`config.mk`:
```
export PLATFORM = sky130hd
export DESIGN_NAME = alu_rsp_rx
export DESIGN_NICKNAME = d
export VERILOG_FILES = /design/src/rtl/alu_pkg.sv /design/src/rtl/alu_frame_rx.sv /design/src/rtl/alu_rsp_rx.sv
export SDC_FILE = /design/constraint.sdc
export NUM_CORES = 1
export LEC_CHECK = 0
export CAP_MARGIN = 20
export CORE_MARGIN = 4
export CORE_UTILIZATION = 40
export DETAILED_ROUTE_END_ITERATION = 8
export PLACE_DENSITY = 0.55
export SYNTH_ARGS = -nofsm -noshare
export SYNTH_HDL_FRONTEND = slang
export SYNTH_SLANG_ARGS = --single-unit
```
`constraint.sdc`:
```
create_clock -name clk -period 6.4 [get_ports clk]
set_input_delay 1.28 -clock clk [delete_from_list [all_inputs] [get_ports clk]]
set_output_delay 1.28 -clock clk [all_outputs]
set_load 0.05 [all_outputs]
```
`src/rtl/alu_pkg.sv`:
```
// Shared frame/status types and the CRC3 / error-parity helpers for the ALU
// serial response receiver.
package alu_pkg;

  typedef enum logic {DATA = 1'b0, CTL = 1'b1} packet_t;
  typedef enum logic {OK = 1'b0, ERROR = 1'b1} status_t;

  typedef struct packed {
    logic carry;
    logic overflow;
    logic zero;
    logic negative;
  } flags_t;

  // Bits following the start bit: type, 8 payload, stop.
  localparam int FRAME_BITS = 10;

  // x^3+x+1, init 0, MSB first.
  function automatic logic [2:0] crc3(input logic [36:0] msg);
    logic [2:0] crc;
    logic       fb;
    crc = 3'b000;
    for (int i = 36; i >= 0; i--) begin
      fb  = msg[i] ^ crc[2];
      crc = {crc[1], crc[0] ^ fb, fb};
    end
    return crc;
  endfunction

  function automatic logic err_parity(input logic [6:0] bits);
    return ^bits;
  endfunction

endpackage

```
`src/rtl/alu_frame_rx.sv`:
```
// Serial frame receiver: start 0, type, 8 payload bits MSB first, stop 1.
// Hands one frame up per DONE cycle; a bad stop bit resyncs on a high line.
//
// state    | meaning
// S_IDLE   | line idle, waiting for a start bit
// S_RX     | shifting type, payload and stop (count 0..9)
// S_DONE   | frame_valid high for one cycle; a new start bit is accepted here
// S_RESYNC | stop bit was 0, waiting for the line to return high
module alu_frame_rx
  import alu_pkg::*;
(
  input  logic       clk,
  input  logic       rst_n,
  input  logic       sout,
  output logic       frame_valid,
  output packet_t    frame_type,
  output logic [7:0] frame_data,
  output logic       frame_err
);

  typedef enum logic [1:0] {S_IDLE, S_RX, S_DONE, S_RESYNC} rx_state_t;

  rx_state_t  state_q;
  logic [3:0] cnt_q;
  logic [8:0] shift_q;
  logic       valid_q;
  packet_t    type_q;
  logic [7:0] data_q;
  logic       err_q;

  always_ff @(posedge clk or negedge rst_n) begin
    if (!rst_n) begin
      state_q <= S_IDLE;
      cnt_q   <= 4'd0;
      shift_q <= 9'd0;
      valid_q <= 1'b0;
      type_q  <= DATA;
      data_q  <= 8'd0;
      err_q   <= 1'b0;
    end else begin
      valid_q <= 1'b0;
      case (state_q)
        S_IDLE: begin
          if (!sout) begin
            state_q <= S_RX;
            cnt_q   <= 4'd0;
          end
        end
        S_RX: begin
          if (cnt_q == 4'(FRAME_BITS - 1)) begin
            valid_q <= 1'b1;
            err_q   <= ~sout;
            type_q  <= packet_t'(shift_q[8]);
            data_q  <= shift_q[7:0];
            state_q <= S_DONE;
          end else begin
            shift_q <= {shift_q[7:0], sout};
            cnt_q   <= cnt_q + 4'd1;
          end
        end
        S_DONE: begin
          if (err_q) begin
            state_q <= sout ? S_IDLE : S_RESYNC;
          end else if (!sout) begin
            state_q <= S_RX;
            cnt_q   <= 4'd0;
          end else begin
            state_q <= S_IDLE;
          end
        end
        default: begin
          if (sout) state_q <= S_IDLE;
        end
      endcase
    end
  end

  assign frame_valid = valid_q;
  assign frame_type  = type_q;
  assign frame_data  = data_q;
  assign frame_err   = err_q;

endmodule

```
`src/rtl/alu_rsp_rx.sv`:
```
// ALU response sequencer: assembles 4 DATA + CTL (OK) or a lone CTL (ERROR)
// and reports each completed or aborted response with a one-cycle pulse.
//
// state      | meaning
// WAIT_FIRST | no frame of a response seen yet; no timeout
// DATA1..3   | 1..3 DATA bytes collected
// WAIT_CTL   | 4 DATA bytes collected, expecting the OK CTL frame
// REPORT     | rsp_valid cycle, then back to WAIT_FIRST
module alu_rsp_rx
  import alu_pkg::*;
#(
  parameter int TIMEOUT_CYCLES = 1000
) (
  input  logic        clk,
  input  logic        rst_n,
  input  logic        sout,
  output logic        rsp_valid,
  output status_t     rsp_status,
  output logic [31:0] rsp_c,
  output logic [3:0]  rsp_flags,
  output logic [2:0]  rsp_err,
  output logic        rsp_chk_fail
);

  localparam int TW = $clog2(TIMEOUT_CYCLES + 1);
  localparam logic [TW-1:0] TIMER_LOAD = TW'(TIMEOUT_CYCLES - 1);

  typedef enum logic [2:0] {WAIT_FIRST, DATA1, DATA2, DATA3, WAIT_CTL, REPORT} seq_state_t;

  logic       frame_valid;
  packet_t    frame_type;
  logic [7:0] frame_data;
  logic       frame_err;

  alu_frame_rx u_frame_rx (
    .clk         (clk),
    .rst_n       (rst_n),
    .sout        (sout),
    .frame_valid (frame_valid),
    .frame_type  (frame_type),
    .frame_data  (frame_data),
    .frame_err   (frame_err)
  );

  seq_state_t    state_q;
  logic [31:0]   c_acc_q;
  logic          gap_q;
  logic [TW-1:0] timer_q;
  logic          valid_q;
  status_t       status_q;
  logic [31:0]   c_q;
  flags_t        flags_q;
  logic [2:0]    err_q;
  logic          chk_q;

  logic abort;
  logic done_ok;
  logic done_err;
  logic crc_bad;
  logic err_chk;

  assign crc_bad = crc3({c_acc_q, 1'b0, frame_data[6:3]}) != frame_data[2:0];
  assign err_chk = (frame_data[6:4] != frame_data[3:1]) ||
                   (frame_data[0] != err_parity(frame_data[7:1]));

  always_comb begin
    abort    = 1'b0;
    done_ok  = 1'b0;
    done_err = 1'b0;
    if (state_q != REPORT) begin
      if (frame_valid) begin
        if (frame_err) begin
          abort = 1'b1;
        end else begin
          case (state_q)
            WAIT_FIRST: if (frame_type == CTL) begin
              if (frame_data[7]) done_err = 1'b1;
              else               abort    = 1'b1;
            end
            WAIT_CTL: begin
              if (frame_type == DATA || frame_data[7]) abort   = 1'b1;
              else                                     done_ok = 1'b1;
            end
            default: if (frame_type == CTL) abort = 1'b1;
          endcase
        end
      end else if (gap_q && sout && timer_q == '0) begin
        abort = 1'b1;
      end
    end
  end

  always_ff @(posedge clk or negedge rst_n) begin
    if (!rst_n) begin
      state_q  <= WAIT_FIRST;
      c_acc_q  <= 32'd0;
      gap_q    <= 1'b0;
      timer_q  <= '0;
      valid_q  <= 1'b0;
      status_q <= OK;
      c_q      <= 32'd0;
      flags_q  <= '0;
      err_q    <= 3'd0;
      chk_q    <= 1'b0;
    end else begin
      valid_q <= abort | done_ok | done_err;
      if (abort) begin
        status_q <= ERROR;
        chk_q    <= 1'b1;
        gap_q    <= 1'b0;
        state_q  <= REPORT;
      end else if (done_err) begin
        status_q <= ERROR;
        err_q    <= frame_data[6:4];
        chk_q    <= err_chk;
        state_q  <= REPORT;
      end else if (done_ok) begin
        status_q <= OK;
        c_q      <= c_acc_q;
        flags_q  <= flags_t'(frame_data[6:3]);
        chk_q    <= crc_bad;
        gap_q    <= 1'b0;
        state_q  <= REPORT;
      end else begin
        case (state_q)
          REPORT: begin
            state_q <= WAIT_FIRST;
            gap_q   <= 1'b0;
          end
          default: begin
            // Here a frame can only be a DATA byte in WAIT_FIRST..DATA3.
            if (frame_valid) begin
              c_acc_q <= {c_acc_q[23:0], frame_data};
              gap_q   <= sout;
              timer_q <= TIMER_LOAD;
              case (state_q)
                WAIT_FIRST: state_q <= DATA1;
                DATA1:      state_q <= DATA2;
                DATA2:      state_q <= DATA3;
                default:    state_q <= WAIT_CTL;
              endcase
            end else if (gap_q) begin
              if (!sout) gap_q   <= 1'b0;
              else       timer_q <= timer_q - TW'(1);
            end
          end
        endcase
      end
    end
  end

  assign rsp_valid    = valid_q;
  assign rsp_status   = status_q;
  assign rsp_c        = c_q;
  assign rsp_flags    = flags_q;
  assign rsp_err      = err_q;
  assign rsp_chk_fail = chk_q;

endmodule

```
==> summary.txt, run 1 <==
Status
  • Status: completed

Finish
  • ANT cells: 0
  • Storage cell area: approximately 2900 µm²
  • Final #Nets: 552
  • Multi-input logic area: 2427 µm²
  • Fraction of final layout cells with drive strength greater than 1: 11.71%
  • Fillcell total: 1232
  • Synthesis-to-layout area growth: 23.48%
  • Most frequent cells in the layout: nand2_1 (145), dfrtp_1 (114), clkdlybuf4s50_1 (43)
  • Fin area: 6698 µm²
  • Non-Filler Instances: 731
  • Most common cell after layout, fill and taps aside: nand2_1

Die
  • Die H: around 120 µm
  • I/O pins: 45
  • Die extent in x: about 120 µm
  • Die area: ~15000 µm²
  • Row cnt: 42
  • Initial core utilization: 40.96%
  • CORE AREA: 13240 µm²

Placed design
  • # port buffers: 44
  • DP Cell Count: 699
  • Placer congestion estimate: 0.7489
  • HPWL after DPL: 7.283 mm
  • Pre-CTS worst setup slack: 2.322 ns
  • Area of placed instances: 6002 µm²

Synth
  • Post-synth ARST share: 100.0%
  • Cell taking the most area after synthesis: dfrtp_1
  • Avg Inst Size Synth: around 11 µm²
  • Yosys reg bits: 114
  • Synthesized cell area: 5424 µm²
  • Distinct cells, synth: 51
  • Gate Count Post-Synth: 496
  • Syn nets: 506
  • EDFF count, synth: 0
  • Post-synth top flop: dfrtp_1
  • Ys Warns: 0
  • Synth top area cells: dfrtp_1 (53%), nand2_1 (10%), mux2_1 (7.5%)
  • Seq/Total Area, Yosys: 52.60%
  • Synth top area share: between 50 and 60%

Detailed routing
  • Via density: ~4.9
  • Routed wire length: 10.69 mm
  • DRT Pass-1 Iters: 4
  • DR WL/cell: 14.63 µm
  • Remaining antenna violation count: 0
  • Initial DRC Count: 170
  • Routed vias: 3609
  • Drt drc: 0

Setup path
  • Reg-to-reg slack, setup: ~3.6 ns
  • CP endpoint kind: flip-flop
  • CP Class: primary input to flip-flop
  • Crit path from: sout
  • Reg2Reg Launch Point: timer_q[0]$_DFFE_PN0P_
  • Type of origin of the critical path: primary input
  • Worst Path Arrival: 3.87 ns
  • Critical Path RT: 6.69 ns
  • Critical path peak fanout: 36

GRT
  • Total track usage: 14.73%
  • Largest net degree at the start of global routing: 66
  • Vias in the first global route: around 3700
  • Grt total ovfl: 0
  • First-pass GRT wire length: 18.26 mm
  • Initial antenna violation count: 0

CTS
  • Reg clk slew, reported paths: around 0.050 ns
  • CTS buffer count: 17
  • Post-CTS sizing: 0
  • CTS tree: built
  • Root buffer cell: clkbuf_16
  • CTS H-tree depth: 4
  • Clock Latency Late Sink: 0.41 ns
  • Clock Path Buffers: 2
  • Cts hold-fix bufs: 0
  • Setup bufs post-CTS: 0
  • CTS sink count: 114

STA
  • Setup violations, final: 0
  • Max-slew headroom: 46.60%
  • Setup TNS: 0 ns
  • Unrepaired setup endpoints after global routing: false
  • Period minus WS final: between 3 and 4 ns
  • Slew Limit Fails: 0
  • Tcrit/Tclk final: 56.08%
  • Final Skew: 0.01191 ns
  • Slew @ Worst Pin: 0.8009 ns
  • Final worst setup slack: 2.811 ns
  • Peak Freq: 0.2786 GHz
  • Final hold slack: 0.4779 ns
  • Final Hold Vio Count: 0

Job
  • Max_cap viols: 0

Power and ir drop
  • Leakage: 0.003309 µW
  • Power Density: between 300 and 400 nW/µm²
  • VDD IR max: 0.0002253 V

Worst hold path
  • Hold Startpoint: u_frame_rx.shift_q[8]$_DFFE_PN0P_
  • Worst hold path class: flip-flop to flip-flop
## power by group
part	leakage [µW]	internal [µW]	total (µW)	switching, µW
clock	0.000339	780	1100	318
sequential	0.00155	780	835	55.2
combinational	0.00142	102	219	117
total	0.00331	1660	2150	490
## critical path, cell delays in order
cell and delay [ns]:
clkdlybuf4s50_1 0.62, and3b_1 0.20, a41oi_1 0.15, a31oi_2 0.27
nand2_2 0.15, and2_4 0.19, inv_2 0.10, nand3_4 0.40
mux2_1 0.48
## metal layers
layer / GRT usage, % / wire length [µm] / up-vias
li1: - / - / 1762
met1: 19.18 / 5246 / 1782
met2: 22.46 / 4851 / 51
met3: 5.146 / 409 / 14
met4: 5.996 / 187 / 0
met5: 0 / 0 / -
## Yosys cell counts (all sizes together), types with 3 or more instances
| cell type | instances |
|---|---|
| nand2 | 146 |
| dfrtp | 114 |
| mux2 | 47 |
| xnor2 | 34 |
| o21ai | 16 |
| clkbuf | 13 |
| xor2 | 13 |
| nor2 | 12 |
| inv | 11 |
| nand3 | 11 |
| nor4 | 11 |
| a21oi | 7 |
| buf | 7 |
| ha | 7 |
| xnor3 | 7 |
| nor2b | 6 |
| nor3 | 4 |
| nand4b | 3 |
## cell type report
| cell class | instances | area share, % |
|---|---|---|
| Tap cell | 176 | 3.288 |
| Clock buffer | 23 | 7.435 |
| Sequential cell | 114 | 42.59 |
| Inverter | 11 | 0.6165 |
| Clock inverter | 9 | 2.952 |
| Timing Repair Buffer | 47 | 6.875 |
| Multi-Input combinational cell | 351 | 36.24 |
## flip-flops by register name, indices dropped and copies added, names as in the netlist, 2 cells and up
| register | flops |
|---|---|
| u_frame_rx.frame_data | 8 |
| rsp_c | 32 |
| timer_q | 10 |
| u_frame_rx.shift_q | 9 |
| rsp_err | 3 |
| u_frame_rx.state_q | 2 |
| state_q | 3 |
| rsp_flags | 4 |
| u_frame_rx.cnt_q | 4 |
| c_acc_q | 32 |
## metrics by stage
step / power, µW / utilization, %
6_report: 2153 / 50.58
2_1_floorplan: 1003 / -
3_3_place_gp: 1060 / 45.32
5_1_grt: 2251 / 50.58
4_1_cts: 2179 / 50.58
3_5_place_dp: 1069 / 45.32
## cell families after synthesis
logic type / count (synthesis) / synth area share (%)
XOR/XNOR: 54 / 11.76
adder cells (fa/ha/maj): 7 / 1.615
flip-flops: 114 / 52.60
AND/OR/NAND/NOR: 207 / 17.44
buffers and inverters: 31 / 2.653
multiplexers: 48 / 9.942
AO/OA/AOI/OAI: 35 / 3.991
## worst paths after layout
| kind | depth (start not counted) | to |
|---|---|---|
| hold / removal | 2 | u_frame_rx.frame_type$_DFFE_PN0P_ |
| hold reg to reg | 2 | u_frame_rx.frame_type$_DFFE_PN0P_ |
| min in group asynchronous | 1 | timer_q[6]$_DFFE_PN0P_ |
| setup / recovery | 9 | rsp_c[8]$_DFFE_PN0P_ |
| setup reg to reg | 10 | rsp_c[8]$_DFFE_PN0P_ |
| max in group asynchronous | 2 | state_q[0]$_DFFE_PN0P_ |
(Power assumes the default switching activity.)
==> run 2: changes to the inputs <==
--- a/config.mk
+++ b/config.mk
@@ -9,7 +9,7 @@
 export CORE_MARGIN = 4
 export CORE_UTILIZATION = 40
 export DETAILED_ROUTE_END_ITERATION = 8
-export PLACE_DENSITY = 0.55
+export PLACE_DENSITY = 0.57
 export SYNTH_ARGS = -nofsm -noshare
 export SYNTH_HDL_FRONTEND = slang
 export SYNTH_SLANG_ARGS = --single-unit
==> constraint.sdc (replaced) <==
create_clock -name clk -period 3.2 [get_ports clk]
set_input_delay 0.64 -clock clk [delete_from_list [all_inputs] [get_ports clk]]
set_output_delay 0.64 -clock clk [all_outputs]
set_load 0.05 [all_outputs]
==> run 2 against run 1 <==
Net effect:
- die area did not move
- utilization is 0.46 points lower
- largest cell class unchanged
- largest power group unchanged
- global-route usage grew 0.28 points
- sequential power grew 100%
- routed wire length is 1.3% higher
- non-clock buffer count up 5
- clock power grew 61%
- via count up 0.47%
- sequential share of layout area increased by 0.39 points
- combinational power increased by 100%
- critical endpoint is now rsp_c[22]$_DFFE_PN0P_
- flip-flop and latch count is the same
- hold slack worse by 0.26 ns
==> summary.txt, run 2 (synthesized netlist as in run 1, its figures left out) <==
GRT
  • Vias in the first global route: 3639 (-1.9%)
  • Total track usage: 15.01% (+0.28 points)
  • Grt total ovfl: 0 (unchanged)
  • Met3 usage: 3.816% (-1.3 points)
  • First-pass GRT wire length: 18.65 mm (+2.1%)
  • Met2 Track Usage GR: 23.35% (+0.89 points)
  • Initial antenna violation count: 0 (unchanged)
  • Largest net degree at the start of global routing: 50 (-24%)
  • Met1 usage: 19.48% (+0.30 points)
  • Grt peak-use layer: met2

Finish
  • Fraction of final layout cells with drive strength greater than 1: 11.81% (+0.095 points)
  • ANT cells: 0 (unchanged)
  • Fillcell total: 1196 (-2.9%)
  • Most frequent cells in the layout: nand2_1 (145), dfrtp_1 (114), clkdlybuf4s50_1 (43)
  • Synthesis-to-layout area growth: 22.35%
  • Most common cell after layout, fill and taps aside: nand2_1
  • Final #Nets: 557 (+0.91%)
  • Non-Filler Instances: 735 (+0.55%)

Setup path
  • Critical path peak fanout: 36 (unchanged)
  • Cell family with most CP delay: simple AND/OR/NAND/NOR gates
  • CP endpoint kind: flip-flop
  • Slowest stage cell on the critical path: dfrtp_1
  • CP Class: flip-flop to flip-flop
  • Crit-path cells: inv_1 > ha_1 > nor2b_1 > a41oi_1 > a31oi_2 > nand2_2 > and2_4 > inv_2 > nand3_4 > buf_4 > mux2_1
  • Worst Path Buf+Inv: 3 (+1)
  • Worst Path Arrival: 2.96 ns (-0.91 ns)
  • Type of origin of the critical path: flip-flop
  • Critical Path RT: 3.48 ns (-3.21 ns)
  • Slowest stage delay, CP: 0.40 ns (-0.22 ns)

Die
  • Die H: 124.4 µm (unchanged)
  • Die extent in x: 124.4 µm (unchanged)
  • Die area: 15490 µm² (unchanged)
  • I/O pins: 45 (unchanged)
  • Row cnt: 42 (unchanged)
  • Initial core utilization: 40.96% (unchanged)
  • CORE AREA: 13240 µm² (unchanged)

CTS
  • Post-CTS sizing: 0 (unchanged)
  • Clock Path Buffers: 2 (unchanged)
  • Root buffer cell: clkbuf_16
  • CTS sink count: 114 (unchanged)
  • CTS H-tree depth: 4 (unchanged)
  • Setup bufs post-CTS: 0 (unchanged)
  • Reg clk slew, reported paths: 0.05 ns (about the same)
  • CTS buffer count: 17 (unchanged)
  • Clock Latency Late Sink: 0.41 ns (about the same)
  • CTS tree: built
  • Cts hold-fix bufs: 0 (unchanged)

Detailed routing
  • DRT Pass-1 Iters: 4 (unchanged)
  • Remaining antenna violation count: 0 (unchanged)
  • Routed vias: 3626 (+0.47%)
  • DR WL/cell: 14.74 µm (+0.79%)
  • Via density: 4.933 (about the same)
  • Initial DRC Count: 223 (+31%)
  • Routed wire length: 10.84 mm (+1.3%)
  • Drt drc: 0 (unchanged)

Placed design
  • Placer congestion estimate: 0.8069 (+7.7%)
  • HPWL after DPL: 7.494 mm (+2.9%)
  • # port buffers: 44 (unchanged)
  • Pre-CTS worst setup slack: 0.1268 ns (-2.195 ns)
  • DP Cell Count: 704 (+0.72%)

Power and ir drop
  • Net Sw Power: 955.9 µW (+95%)
  • Reg power frac: 42.9% (+4.1 points)
  • Int Pwr: 2929 µW (+76%)
  • Leakage: 0.003288 µW (-0.63%)
  • Design Power: 3885 µW (+80%)
  • Clk pwr share: 45.6% (-5.4 points)
  • Combinational power share: 11.5% (+1.3 points)
  • Switching share of total power: 24.60% (+1.8 points)
  • Power Density: 585.5 nW/µm² (+82%)
  • VDD IR max: 0.0003102 V (+38%)

STA
  • Slew @ Worst Pin: 0.5490 ns (-0.2519 ns)
  • Final worst setup slack: 0.5237 ns (-2.287 ns)
  • Unrepaired setup endpoints after global routing: false
  • Final hold slack: 0.2133 ns (-0.2647 ns)
  • Slew Limit Fails: 0 (unchanged)
  • Tcrit/Tclk final: 83.63%
  • Final Skew: 0.006706 ns (-0.005203 ns)
  • Setup TNS: 0 ns (unchanged)
  • Final Hold Vio Count: 0 (unchanged)
  • Peak Freq: 0.3737 GHz
  • Period minus WS final: 2.676 ns
  • Max-slew headroom: 63.20% (+17 points)
  • Setup violations, final: 0 (unchanged)

Job
  • Max_cap viols: 0 (unchanged)

Status
  • Status: completed

Worst hold path
  • Worst hold path class: primary input to asynchronous set/reset pin
==> run 2: power groups by stage <==
stage | Combinational [µW] | Sequential, µW | Clock (µW)
floorplan | 348 | 1660 | 0
global placement | 441 | 1680 | 0
detailed placement | 456 | 1690 | 0
CTS | 457 | 1670 | 1810
global route | 512 | 1680 | 1890
finish | 447 | 1670 | 1770
==> run 2: worst paths after layout <==
| check | end | slack (ns) | start | cells past startpoint |
|---|---|---|---|---|
| max | rsp_c[22]$_DFFE_PN0P_ | 0.52 | timer_q[0]$_DFFE_PN0P_ | 11 |
| min | timer_q[6]$_DFFE_PN0P_ | 0.21 | rst_n | 1 |
| max reg2reg | rsp_c[22]$_DFFE_PN0P_ | 0.52 | timer_q[0]$_DFFE_PN0P_ | 11 |
| min reg2reg | rsp_status$_DFFE_PN0P_ | 0.48 | rsp_status$_DFFE_PN0P_ | 1 |
| max in group asynchronous | u_frame_rx.frame_data[4]$_DFFE_PN0P_ | 2.22 | rst_n | 2 |
| min in group clk | rsp_status$_DFFE_PN0P_ | 0.48 | rsp_status$_DFFE_PN0P_ | 1 |
==> run 2: per-layer routing <==
layer,part of all wire (%),vias to the layer above
met4,2.5,0
li1,-,1761
met5,0,-
met1,48,1790
met2,46,57
met3,3.4,18
==> run 2: area by class of cell <==
class | instances | area (µm²) | area share [%]
clock inverter | 5 | 50.05 | 0.7541
timing repair buffer | 52 | 535.5 | 8.069
tap | 176 | 220.2 | 3.318
inverter | 11 | 41.29 | 0.6222
clock buffer | 26 | 509.2 | 7.673
sequential | 114 | 2853 | 42.99
multi-input combinational | 351 | 2427 | 36.58
==> run 2: stage by stage <==
stage | utilization (%) | area, µm²
floorplan | - | 5424
global placement | 45.89 | 6077
detailed placement | 45.89 | 6077
CTS | 50.11 | 6636
global route | 50.11 | 6636
finish | 50.11 | 6636
==> run 3: changes to the inputs <==
==> constraint.sdc (replaced) <==
create_clock -name clk -period 2.4 [get_ports clk]
set_input_delay 0.48 -clock clk [delete_from_list [all_inputs] [get_ports clk]]
set_output_delay 0.48 -clock clk [all_outputs]
set_load 0.05 [all_outputs]
==> run 3 against run 2 <==
Net effect:
- the run now ends with setup timing left
- global-route usage rose by 0.76 points
- sequential share of layout area fell by 2.3 points
- design area rose by 5.8%
- sequential power rose by 33%
- flip-flop and latch count did not move
- final cell count rose by 5.3%
- via count rose by 3.8%
- utilization rose by 2.9 points
- clock power rose by 33%
- setup slack got worse by 0.59 ns
- critical path type unchanged
==> summary.txt, run 3 (synthesized netlist as in run 1, its figures left out) <==
Die
  • Initial core utilization: 40.96% (unchanged)
  • Die H: 124.4 µm (unchanged)
  • Row cnt: 42 (unchanged)
  • Die extent in x: 124.4 µm (unchanged)
  • I/O pins: 45 (unchanged)
  • Die area: 15490 µm² (unchanged)
  • CORE AREA: 13240 µm² (unchanged)

Finish
  • Storage cell area: 2854 µm² (about the same)
  • Non-Filler Instances: 774 (+5.3%)
  • Fraction of final layout cells with drive strength greater than 1: 19.23% (+7.4 points)
  • Multi-input logic area: 2504 µm² (+3.1%)
  • Most frequent cells in the layout: nand2_1 (145), dfrtp_1 (113), clkdlybuf4s50_1 (43)
  • Synthesis-to-layout area growth: 29.39%
  • Final #Nets: 595 (+6.8%)
  • Most common cell after layout, fill and taps aside: nand2_1
  • Final Core Density: 53.00% (+2.9 points)
  • Fillcell total: 1201 (+0.42%)
  • ANT cells: 0 (unchanged)

Setup path
  • Reg2Reg Launch Point: c_acc_q[9]$_DFFE_PN0P_
  • CP endpoint kind: flip-flop
  • Worst r2r path cells: 8 (-3)
  • Critical Path RT: 2.69 ns (-0.79 ns)
  • CP Class: flip-flop to flip-flop
  • CP endpoint: rsp_chk_fail$_DFFE_PN0P_
  • Reg-to-reg slack, setup: -0.06 ns (-0.59 ns)
  • Type of origin of the critical path: flip-flop
  • Worst Path Arrival: 2.75 ns (-0.21 ns)
  • Critical path peak fanout: 4 (-89%)
  • RR Endpoint: rsp_chk_fail$_DFFE_PN0P_
  • Crit path from: c_acc_q[9]$_DFFE_PN0P_

STA
  • Period minus WS final: 2.462 ns (-0.2147 ns)
  • Peak Freq: 0.4062 GHz (+8.7%)
  • Max-slew headroom: 65.82% (+2.6 points)
  • Final worst setup slack: -0.06158 ns (-0.5853 ns)
  • Slew Limit Fails: 0 (unchanged)
  • Final hold slack: 0.02930 ns (-0.1840 ns)
  • Final Hold Vio Count: 0 (unchanged)
  • Unrepaired setup endpoints after global routing: true
  • Tcrit/Tclk final: 102.6% (+19 points)
  • Final Skew: 0.008318 ns (+0.001612 ns)
  • Setup violations, final: 1 (+1)
  • Slew @ Worst Pin: 0.5112 ns (-0.03787 ns)
  • Setup TNS: -0.06158 ns (-0.06158 ns)

CTS
  • CTS tree: built
  • Clock Latency Late Sink: 0.41 ns (about the same)
  • Cts hold-fix bufs: 0 (unchanged)
  • Reg clk slew, reported paths: 0.05 ns (about the same)
  • Clock Path Buffers: 2 (unchanged)
  • Root buffer cell: clkbuf_16
  • CTS buffer count: 17 (unchanged)
  • CTS sink count: 114 (unchanged)
  • CTS H-tree depth: 4 (unchanged)

Detailed routing
  • DR WL/cell: 15.10 µm (+2.4%)
  • DRT Pass-1 Iters: 4 (unchanged)
  • Drt drc: 0 (unchanged)
  • Via density: 4.863 (-1.4%)
  • Initial DRC Count: 150 (-33%)
  • Remaining antenna violation count: 0 (unchanged)
  • Routed vias: 3764 (+3.8%)
  • Routed wire length: 11.69 mm (+7.8%)

Job
  • Max_cap viols: 0 (unchanged)

Power and ir drop
  • Leakage: 0.003519 µW (+7.0%)
  • VDD IR max: 0.0003581 V (+15%)
  • Power Density: 744.0 nW/µm² (+27%)

Status
  • Status: complete, but fails checks
  • Failing checks: setup timing

GRT
  • Initial antenna violation count: 0 (unchanged)
  • Vias in the first global route: 3915 (+7.6%)
  • Grt total ovfl: 0 (unchanged)
  • Largest net degree at the start of global routing: 47 (-6.0%)
  • First-pass GRT wire length: 19.60 mm (+5.1%)
  • Total track usage: 15.77% (+0.76 points)

Placed design
  • Placer congestion estimate: 0.8258 (+2.3%)
  • # port buffers: 44 (unchanged)
  • HPWL after DPL: 8.221 mm (+9.7%)
  • Pre-CTS worst setup slack: -0.2541 ns (-0.3809 ns)
  • DP Cell Count: 741 (+5.3%)

Worst hold path
  • Worst hold path class: primary input to asynchronous set/reset pin
[run 3: changes by cell type in the layout (fill, tap and decap cells not counted), sizes merged]
cell and change:
clkbuf +1, buf +38
[run 3: power by group]
part           switching, µW  internal [µW]  total, µW
Combinational            346            308        654
Sequential               139           2080       2220
Clock                    824           1520       2350
Total                   1310           3910       5220
[run 3: how the worst min path moves through the flow]
stage	startpoint	to	slack, ns	cells after the start
2_1_floorplan	rst_n	c_acc_q[0]$_DFFE_PN0P_	0.18	0
3_3_place_gp	rst_n	rsp_c[14]$_DFFE_PN0P_	0.47	1
3_5_place_dp	rsp_status$_DFFE_PN0P_	rsp_status$_DFFE_PN0P_	0.47	1
4_1_cts	rst_n	rsp_c[14]$_DFFE_PN0P_	0.04	1
5_1_grt	rst_n	c_acc_q[22]$_DFFE_PN0P_	0.05	1
6_report	rst_n	rsp_c[14]$_DFFE_PN0P_	0.03	1
[run 3: layer usage]
metal  vias to the layer above  global-route usage [%]  wire (µm)
li1                       1845                       -          -
met5                         -                       0          0
met3                        19                   4.588        386
met1                      1841                   20.03       5459
met2                        59                   25.89       5635
met4                         0                   5.287        205
[run 3: metrics by stage]
stage / cell area [µm²] / power (µW)
detailed placement: 6380 / 2887
global placement: 6380 / 2848
floorplan: 5424 / 2676
finish: 7018 / 5221
CTS: 6964 / 5267
global route: 7018 / 5472
[run 3: final cells by class]
cell class	instances	area share, %
Tap cell	176	3.138
Inverter	11	0.5883
Clock buffer	27	7.167
Timing Repair Buffer	90	12.05
Multi-Input combinational cell	351	35.67
Sequential cell	114	40.67
Clock inverter	5	0.7131
[run 3: worst max-delay path, stage by stage (launching register included)]
cell and delay [ns]:
dfrtp_1 0.40, xnor2_2 0.20, xnor3_2 0.51, xor2_2 0.30, xnor2_2 0.15, nor4_1 0.34, nor4_1 0.11, a21oi_1 0.22
o21ai_1 0.11
[run 3: timing repair]
item,CTS,global route
setup buffers,0,1
endpoints found under the setup margin,1,41
gates resized for setup,5,7
pin swaps,1,1
